===== config.mk =====
export PLATFORM = sky130hd
export DESIGN_NAME = apb4_slave_bridge
export DESIGN_NICKNAME = d
export VERILOG_FILES = /design/src/rtl/apb_bridge_pkg.sv /design/src/rtl/apb_timeout_cnt.sv /design/src/rtl/apb4_slave_bridge.sv
export SDC_FILE = /design/constraint.sdc
export NUM_CORES = 1
export LEC_CHECK = 0
export ABC_AREA = 1
export ABC_CLOCK_PERIOD_IN_PS = 4600
export CAP_MARGIN = 30
export CORE_MARGIN = 1.5
export CORE_UTILIZATION = 41
export DETAILED_ROUTE_END_ITERATION = 10
export GPL_TIMING_DRIVEN = 0
export HOLD_SLACK_MARGIN = 0.08
export PLACE_DENSITY = 0.8
export REMOVE_ABC_BUFFERS = 1
export SETUP_SLACK_MARGIN = 0.1
export SLEW_MARGIN = 10
export SYNTH_ARGS = -nofsm -noshare
export SYNTH_HDL_FRONTEND = slang
export SYNTH_SLANG_ARGS = --single-unit
export TNS_END_PERCENT = 100

===== constraint.sdc =====
create_clock -name PCLK -period 4.6 [get_ports PCLK]
set_clock_uncertainty 0.1 [all_clocks]
set_input_delay 0.46 -clock PCLK [delete_from_list [all_inputs] [get_ports PCLK]]
set_output_delay 0.46 -clock PCLK [all_outputs]
set_load 0.02 [all_outputs]

===== src/rtl/apb_bridge_pkg.sv =====
// Shared types and helpers for the APB4 slave bridge: FSM state encoding
// and the width of the wait-state timeout counter.
package apb_bridge_pkg;

  typedef enum logic [1:0] {
    IDLE = 2'd0,
    WAIT = 2'd1,
    RESP = 2'd2
  } state_t;

  // Enough bits to count up to TIMEOUT_CYCLES; never narrower than one bit.
  function automatic int cnt_width(input int timeout_cycles);
    int w;
    w = $clog2(timeout_cycles + 1);
    return (w < 1) ? 1 : w;
  endfunction

endpackage


===== src/rtl/apb_timeout_cnt.sv =====
// Wait-state counter: cleared outside WAIT, counts WAIT cycles, flags the
// last permitted wait cycle. A zero TIMEOUT_CYCLES disables the flag.
module apb_timeout_cnt
  import apb_bridge_pkg::*;
#(
  parameter int TIMEOUT_CYCLES = 16
) (
  input  logic clk,
  input  logic rst,
  input  logic clear,
  input  logic enable,
  output logic expired
);

  localparam int CW = cnt_width(TIMEOUT_CYCLES);

  logic [CW-1:0] count_reg;

  always_ff @(posedge clk or posedge rst) begin
    if (rst) begin
      count_reg <= '0;
    end else if (clear) begin
      count_reg <= '0;
    end else if (enable) begin
      count_reg <= count_reg + 1'b1;
    end
  end

  generate
    if (TIMEOUT_CYCLES > 0) begin : g_timeout_on
      localparam logic [CW-1:0] LAST = CW'(TIMEOUT_CYCLES - 1);
      assign expired = enable && (count_reg == LAST);
    end else begin : g_timeout_off
      assign expired = 1'b0;
    end
  endgenerate

endmodule


===== src/rtl/apb4_slave_bridge.sv =====
// APB4 completer that turns each decoded transfer into a one-cycle re/we
// request to a simple slave, waits for slave_rdy (or a timeout) and responds.
module apb4_slave_bridge
  import apb_bridge_pkg::*;
#(
  parameter int              ADDR_WIDTH     = 32,
  parameter int              DATA_WIDTH     = 32,
  parameter longint unsigned BASE_ADDR      = 0,
  parameter longint unsigned WINDOW_BYTES   = 4096,
  parameter int              TIMEOUT_CYCLES = 16,
  localparam int             STRB_WIDTH     = DATA_WIDTH / 8
) (
  input  logic                  PCLK,
  input  logic                  PRESET,
  input  logic                  PSEL,
  input  logic                  PENABLE,
  input  logic                  PWRITE,
  input  logic [ADDR_WIDTH-1:0] PADDR,
  input  logic [DATA_WIDTH-1:0] PWDATA,
  input  logic [STRB_WIDTH-1:0] PSTRB,
  output logic [DATA_WIDTH-1:0] PRDATA,
  output logic                  PREADY,
  output logic                  PSLVERR,
  output logic                  re,
  output logic                  we,
  output logic [ADDR_WIDTH-1:0] addr,
  output logic [DATA_WIDTH-1:0] wdata,
  output logic [STRB_WIDTH-1:0] sel,
  input  logic                  slave_rdy,
  input  logic [DATA_WIDTH-1:0] rdata
);

  generate
    if (!(DATA_WIDTH == 8 || DATA_WIDTH == 16 || DATA_WIDTH == 32 || DATA_WIDTH == 64))
    begin : g_bad_data_width
      $error("apb4_slave_bridge: DATA_WIDTH must be 8, 16, 32 or 64");
    end
    if ((WINDOW_BYTES % longint'(STRB_WIDTH)) != 0) begin : g_bad_window
      $error("apb4_slave_bridge: WINDOW_BYTES must be a multiple of STRB_WIDTH");
    end
  endgenerate

  // Window decode in 65 bits so BASE_ADDR + WINDOW_BYTES cannot wrap.
  localparam logic [64:0]           BASE_EXT  = 65'(BASE_ADDR);
  localparam logic [64:0]           LIMIT_EXT = 65'(BASE_ADDR) + 65'(WINDOW_BYTES);
  localparam logic [ADDR_WIDTH-1:0] LOW_MASK  = ADDR_WIDTH'(STRB_WIDTH - 1);
  localparam logic [ADDR_WIDTH-1:0] BASE_TRUNC = ADDR_WIDTH'(BASE_ADDR);

  state_t state_reg, state_next;

  logic [DATA_WIDTH-1:0] prdata_reg;
  logic                  pready_reg, pslverr_reg, re_reg, we_reg;
  logic [ADDR_WIDTH-1:0] addr_reg;
  logic [DATA_WIDTH-1:0] wdata_reg;
  logic [STRB_WIDTH-1:0] sel_reg;
  logic                  write_reg, err_reg;

  logic [64:0] paddr_ext;
  logic        setup, in_window, aligned, req_ok, expired;

  assign paddr_ext = {{(65 - ADDR_WIDTH){1'b0}}, PADDR};
  assign setup     = PSEL && !PENABLE;
  assign in_window = (paddr_ext >= BASE_EXT) && (paddr_ext < LIMIT_EXT);
  assign aligned   = (PADDR & LOW_MASK) == '0;
  assign req_ok    = in_window && aligned;

  apb_timeout_cnt #(
    .TIMEOUT_CYCLES(TIMEOUT_CYCLES)
  ) u_timeout (
    .clk    (PCLK),
    .rst    (PRESET),
    .clear  (state_reg != WAIT),
    .enable (state_reg == WAIT),
    .expired(expired)
  );

  always_ff @(posedge PCLK or posedge PRESET) begin
    if (PRESET) begin
      state_reg <= IDLE;
    end else begin
      state_reg <= state_next;
    end
  end

  // Dropping PSEL while waiting is a master abort: back to IDLE, no response.
  always_comb begin
    state_next = state_reg;
    case (state_reg)
      IDLE: if (setup) state_next = req_ok ? WAIT : RESP;
      WAIT: begin
        if (!PSEL) begin
          state_next = IDLE;
        end else if (slave_rdy || expired) begin
          state_next = RESP;
        end
      end
      RESP:    state_next = IDLE;
      default: state_next = IDLE;
    endcase
  end

  always_ff @(posedge PCLK or posedge PRESET) begin
    if (PRESET) begin
      prdata_reg  <= '0;
      pready_reg  <= 1'b0;
      pslverr_reg <= 1'b0;
      re_reg      <= 1'b0;
      we_reg      <= 1'b0;
      addr_reg    <= '0;
      wdata_reg   <= '0;
      sel_reg     <= '0;
      write_reg   <= 1'b0;
      err_reg     <= 1'b0;
    end else begin
      pready_reg  <= 1'b0;
      pslverr_reg <= 1'b0;
      re_reg      <= 1'b0;
      we_reg      <= 1'b0;
      case (state_reg)
        IDLE: begin
          if (setup) begin
            addr_reg  <= (PADDR - BASE_TRUNC) & ~LOW_MASK;
            wdata_reg <= PWDATA;
            sel_reg   <= PWRITE ? PSTRB : {STRB_WIDTH{1'b1}};
            write_reg <= PWRITE;
            err_reg   <= !req_ok;
            re_reg    <= req_ok && !PWRITE;
            we_reg    <= req_ok && PWRITE;
            if (!req_ok) begin
              pready_reg  <= 1'b1;
              pslverr_reg <= 1'b1;
              prdata_reg  <= '0;
            end
          end
        end
        WAIT: begin
          // slave_rdy is checked first so a completion on the last wait
          // cycle beats the timeout.
          if (PSEL && slave_rdy) begin
            pready_reg <= 1'b1;
            err_reg    <= 1'b0;
            prdata_reg <= write_reg ? '0 : rdata;
          end else if (PSEL && expired) begin
            pready_reg  <= 1'b1;
            pslverr_reg <= 1'b1;
            err_reg     <= 1'b1;
            prdata_reg  <= '0;
          end
        end
        default: err_reg <= 1'b0;
      endcase
    end
  end

  assign PRDATA  = prdata_reg;
  assign PREADY  = pready_reg;
  assign PSLVERR = pslverr_reg;
  assign re      = re_reg;
  assign we      = we_reg;
  assign addr    = addr_reg;
  assign wdata   = wdata_reg;
  assign sel     = sel_reg;

endmodule


==> impl_results.md, run 1 <==
* CTS Sinks at 110
* Final hold violation count at 0
* Initial Utilization at between 40% and 50%
* Switch share at 27.7%
* Netlist cell types at 25
* Final setup viols at 0
* Final instance area at 0.00680 mm²
* Vias in the first global route at between 3000 and 4000
* CORE AREA at just over 0.01 mm²
* Tightest Pin Transition at ~0.88 ns
* Skew-Pair Late Insertion Delay at 0.35 ns
* Post-route setup slack at ~2.5 ns
* DR DRC count at 0
* Vias at 3801
* Crit. End Element: register
* Post-synth top cells: 266 x nand2_1, 110 x dfrtp_1, 20 x nand2_2
* Die width at between 100 and 150 µm
* Peak Freq at between 0.4 and 0.5 GHz
* Final net count at about 790
* Arrival time worst endpoint at between 2 and 2.5 ns
* Hold_buf cts at 0
* DP Area at approximately 0.0066 mm²
* Synth Register Bits at between 100 and 150
* Hold slack at 0.363 ns
* Cell row count at 37
* IO Pins at 210
* Syn_area_per_cell at around 9 µm²
* Worst Path Max Fanout at 44
* Initial antenna violation count at 0
* Net switching power at between 0.0006 and 0.0007 W
* PwrDens at ~340 mW/mm²
* EDFF count, synth at 0
* Global-route usage over all layers at around a fifth
* Startpoint Class: input pin
* CP required at approximately 4.8 ns
* Total CTS buffers at 9
* Min cycle time layout at 2.13 ns
* Total of max-cap violations at 0
* Critical Path, Cell by Cell: clkdlybuf4s50_1 -> inv_2 -> nor2_2 -> nand2_2 -> inv_2 -> buf_12 -> nand2_1 -> nand2_1
* Maximum VDD drop at 0.186 mV
* CTS tree: built
* Clock transition at path regs at ~0.10 ns
* Area Overhead vs Synth at 54.3%
* Placed insts at ~810
* Clock Tree Buf Depth at 2
* Fin crit share at a little under half
* Die area at around 0.011 mm²
* Post-DR wirelength/cell at about 14 µm
* Die Height at 107 µm
* Worst Hold Class: in -> async
* Crit path max-delay family: buffers and inverters
* CP peak stage delay at about 0.47 ns
* Setup Fix Bufs, Post-CTS at 0
* DP HPWL at 8330 µm
* Place WS at approximately 1.8 ns
* Syn. warnings at 0
* ANT nets after route at 0
* Via/cell ratio at between 4 and 5
* Ys flop type: dfrtp_1
* Post-synthesis instance total at around 480
* FFs w/ async S/R, synth at 100%
* IO buf count at between 200 and 250
* Leak at roughly 3.3 nW
* Yosys top cell area share at 62.5%
* Slew Viols, Final at 0
* Largest net degree at the start of global routing at 68
* Sequential cell area fraction in the yosys report at between 60% and 70%
* Largest area contributor in the netlist: dfrtp_1
* Post-synthesis instance area at ~0.0044 mm²
* Crit-path slowest cell: clkdlybuf4s50_1
* Rel. slew slack at 40.9%
* WS Path Type: in -> reg
* Drt pass-1 iters at 4
* Synth area leaders: dfrtp_1 62%, nand2_1 23%, nand2_2 2.8%
* Clock power share at between 20 and 30%
* H-tree levels at 3
* Routed wire length at 11500 µm
* Comb power frac at 24.2%
* ANT cells at 0
* Setup tns final at 0 ns
* Root Driver: clkbuf_8
* Status: finished, final reports clean
* Final cell count without fillers at approximately 830
* Gr ovfl total at 0
* Initial DRC count at about 220
* Post-cts resize count at 0
* Crit path buf inv count at 4
* First-pass GRT wire length at approximately 19000 µm
* Internal power at roughly 0.0016 W
* Gpl congestion at about 0.76
* Fillers at roughly 850
* Flop pwr share at about 49%
* Most frequent cell after synthesis: nand2_1
* RSZ-0062 raised after global routing: no
* Layout cell share with drive strength beyond 1 at ~7.5%
path summary, 6_finish.rpt:
path	start	end	slack [ns]	cells after the start
worst max-delay path	PSEL	wdata[15]$_DFFE_PP0P_	2.47	8
worst min-delay path	PRESET	wdata[27]$_DFFE_PP0P_	0.36	2
worst max register to register	state_reg[0]$_DFFE_PP0P_	wdata[15]$_DFFE_PP0P_	2.62	6
worst min register to register	u_timeout.count_reg[0]$_DFF_PP0_	u_timeout.count_reg[0]$_DFF_PP0_	0.36	1
max in group asynchronous	PRESET	addr[16]$_DFFE_PP0P_	3.37	3
min in group PCLK	u_timeout.count_reg[0]$_DFF_PP0_	u_timeout.count_reg[0]$_DFF_PP0_	0.36	1
layout by cell type (no fill, tap or decap), types with 5 or more instances in the layout:
master,count
nand2_1,266
clkdlybuf4s50_1,207
dfrtp_1,110
nand2_2,20
nor2_1,18
inv_1,14
clkbuf_8,13
nand3_1,5
nor2_2,5
o21ai_0,5
layer usage:
layer / routed length, µm / vias to the layer above / part of all wire [%] / GRT usage [%]
met2: 5810 / 141 / 51 / 35.8
met1: 4660 / 1783 / 41 / 25.1
li1: - / 1852 / - / -
met5: 0 / - / 0 / 0
met3: 692 / 25 / 6.0 / 5.41
met4: 323 / 0 / 2.8 / 9.52
power by group through the flow:
| stage | registers (W) | clock network, W | logic, W |
|---|---|---|---|
| 3_3_place_gp | 0.00112 | 0 | 0.000537 |
| 5_1_grt | 0.00112 | 0.000675 | 0.000594 |
| 2_1_floorplan | 0.00124 | 0 | 0.000116 |
| 4_1_cts | 0.00111 | 0.000639 | 0.000556 |
| 3_5_place_dp | 0.00113 | 0 | 0.000553 |
| 6_report | 0.00111 | 0.000620 | 0.000551 |
cell type report:
cell class	count	area, µm²	share of cell area, %
inverter	17	68.8	1.01
timing repair buffer	211	2150	31.7
multi-input combinational	336	1430	21.1
clock buffer	14	183	2.69
sequential	110	2750	40.5
clock inverter	2	37.5	0.552
tap	136	170	2.50
through the flow:
stage / total power (W) / util (%)
2_1_floorplan: 0.00135 / -
3_3_place_gp: 0.00166 / 62.6
3_5_place_dp: 0.00168 / 63.3
4_1_cts: 0.00230 / 65.4
5_1_grt: 0.00239 / 65.6
6_report: 0.00228 / 65.6
cells by family (layout without fill, tap and decap cells):
group | after synthesis | after routing | synth area share [%]
DFF | 110 | 110 | 62.5
other | 1 | 2 | 0.0851
buffers and inverters | 38 | 244 | 5.08
adders and majority gates | 2 | 2 | 0.568
xor gates and xnor gates | 1 | 1 | 0.199
and+or+nand+nor | 321 | 321 | 30.1
AOI/OAI and AO/OA | 10 | 10 | 1.48
Note: power is estimated with default switching activity, not from simulation.
==> inputs of run 2 (changes only) <==
--- a/config.mk
+++ b/config.mk
@@ -6,7 +6,7 @@
 export NUM_CORES = 1
 export LEC_CHECK = 0
 export ABC_AREA = 1
-export ABC_CLOCK_PERIOD_IN_PS = 4600
+export ABC_CLOCK_PERIOD_IN_PS = 2090
 export CAP_MARGIN = 30
 export CORE_MARGIN = 1.5
 export CORE_UTILIZATION = 41
==> constraint.sdc (replaced) <==
create_clock -name PCLK -period 2.09 [get_ports PCLK]
set_clock_uncertainty 0.1 [all_clocks]
set_input_delay 0.209 -clock PCLK [delete_from_list [all_inputs] [get_ports PCLK]]
set_output_delay 0.209 -clock PCLK [all_outputs]
set_load 0.02 [all_outputs]
==> impl_results.md, run 2 (same netlist as run 1, synthesis figures left out) <==
* Vias in the first global route at roughly 4000
* Tightest Pin Transition at 0.880 ns
* Global-route usage over all layers at a little over a fifth
* Crit path buf inv count at 2
* IO buf count at just over 200
* Die Height at 107 µm
* Cell row count at 37
* Most used cell, CP: nand2_1
* Routed wire length at 11400 µm
* Final hold violation count at 0
* Total CTS buffers at 9
* Crit path max-delay family: simple AND/OR/NAND/NOR gates
* M1 GR Usage at 25.1%
* Launching point of the worst reg2reg path: state_reg[1]$_DFFE_PP0P_
* ANT cells at 0
* Root Driver: clkbuf_8
* ANT nets after route at 0
* Initial antenna violation count at 0
* Critical Path, Cell by Cell: inv_1 -> nand2_4 -> nor4_4 -> buf_8 -> nand2_1 -> nand2_1
* Worst Hold Class: in -> async
* Fillers at 850
* CP peak stage delay at ~0.67 ns
* Fin crit share at 86.8%
* H-tree levels at 3
* CORE AREA at between 0.01 and 0.015 mm²
* Final instance area at 0.00680 mm²
* Layout cell share with drive strength beyond 1 at 7.40%
* Final net count at 792
* Worst Path Max Fanout at 18
* Rel. slew slack at between 40 and 50%
* Total of max-cap violations at 0
* CP required at 2.28 ns
* Setup tns final at 0 ns
* Arrival time worst endpoint at around 2 ns
* DP HPWL at about 8300 µm
* Area Overhead vs Synth at 54.3%
* IO Pins at 210
* Die area at ~0.011 mm²
* Final setup viols at 0
* Slew Viols, Final at 0
* Met3 usage at roughly 5.4%
* Util after Layout at between 60% and 70%
* Crit-path slowest cell: nor4_4
* Via/cell ratio at between 4 and 5
* Skew-Pair Late Insertion Delay at around 0.35 ns
* DP Area at around 0.0066 mm²
* Startpoint Class: register
* Die width at roughly 110 µm
* Gr ovfl total at 0
* Status: finished, final reports clean
* Vias at between 3000 and 4000
* Met2 usage at ~36%
* DR DRC count at 0
* CTS tree: built
* Most frequent cells in the layout: 266 x nand2_1, 207 x clkdlybuf4s50_1, 110 x dfrtp_1
* CTS Sinks at 110
* Leak at about 3.3 nW
* Post-DR wirelength/cell at ~14 µm
* Total power at approximately 0.0050 W
* Initial DRC count at around 210
* Maximum VDD drop at ~0.41 mV
* GRT busiest layer: met2
* Clock Tree Buf Depth at 2
* Largest net degree at the start of global routing at approximately 70
* Min cycle time layout at around 1.8 ns
* Clock transition at path regs at about 0.10 ns
* PwrDens at between 700 and 800 mW/mm²
* Gpl congestion at between 0.7 and 0.8
* RSZ-0062 raised after global routing: no
* Hold slack at 0.116 ns
* First-pass GRT wire length at 18800 µm
* Crit. Startpoint: state_reg[1]$_DFFE_PP0P_
* Peak Freq at between 0.5 and 0.6 GHz
* Drt pass-1 iters at 4
* Commonest non-fill, non-tap cell in the layout: nand2_1
* Initial Utilization at between 40% and 50%
* Crit. End Element: register
* WS Path Type: reg -> reg
run 2: final cells by class:
type | instances | area, µm² | area share [%]
well taps | 136 | 170 | 2.50
flip-flops and latches | 110 | 2750 | 40.5
clock buffers | 14 | 183 | 2.69
multi-input cells | 336 | 1450 | 21.3
clock inverters | 2 | 37.5 | 0.552
repair buffers | 210 | 2130 | 31.4
inverters | 17 | 76.3 | 1.12
run 2: worst reg2reg max path: stages (launching register included):
cell     delay [ns]
dfrtp_1        0.40
inv_1          0.09
nand2_4        0.09
nor4_4         0.67
buf_8          0.25
nand2_1        0.07
nand2_1        0.07
run 2: worst paths after layout:
kind / end / slack, ns / cells past startpoint
worst max-delay path: PRDATA[7]$_DFFE_PP0P_ / 0.28 / 6
worst min-delay path: wdata[27]$_DFFE_PP0P_ / 0.12 / 2
worst max register to register: PRDATA[7]$_DFFE_PP0P_ / 0.28 / 6
worst min register to register: u_timeout.count_reg[0]$_DFF_PP0_ / 0.36 / 1
max in group asynchronous: u_timeout.count_reg[0]$_DFF_PP0_ / 1.11 / 3
min in group PCLK: addr[4]$_DFFE_PP0P_ / 0.27 / 3
run 2: power by group:
group | leakage [nW] | internal, W | switching [W]
sequential | 1.42 | 0.00233 | 0.000112
combinational | 1.79 | 0.000610 | 0.000603
clock | 0.109 | 0.000687 | 0.000674
total | 3.32 | 0.00362 | 0.00139
run 2: through the flow:
stage	setup WS [ns]	instances
floorplan	-1.12	463
global placement	-2.62	806
detailed placement	-0.445	809
CTS	0.152	825
global route	0.101	825
finish	0.277	825
run 2: what timing repair did:
item / in CTS / in global routing
setup endpoints to repair: 62 / 72
resized for setup: 2 / 3
cloned: 0 / 0
buffers inserted: 0 / 0
hold buffers: 0 / 0
run 2: per-layer routing:
metal / share of wire [%] / vias up
met2: 50 / 132
met5: 0 / -
met1: 41 / 1781
met4: 2.8 / 0
li1: - / 1849
met3: 6.0 / 26
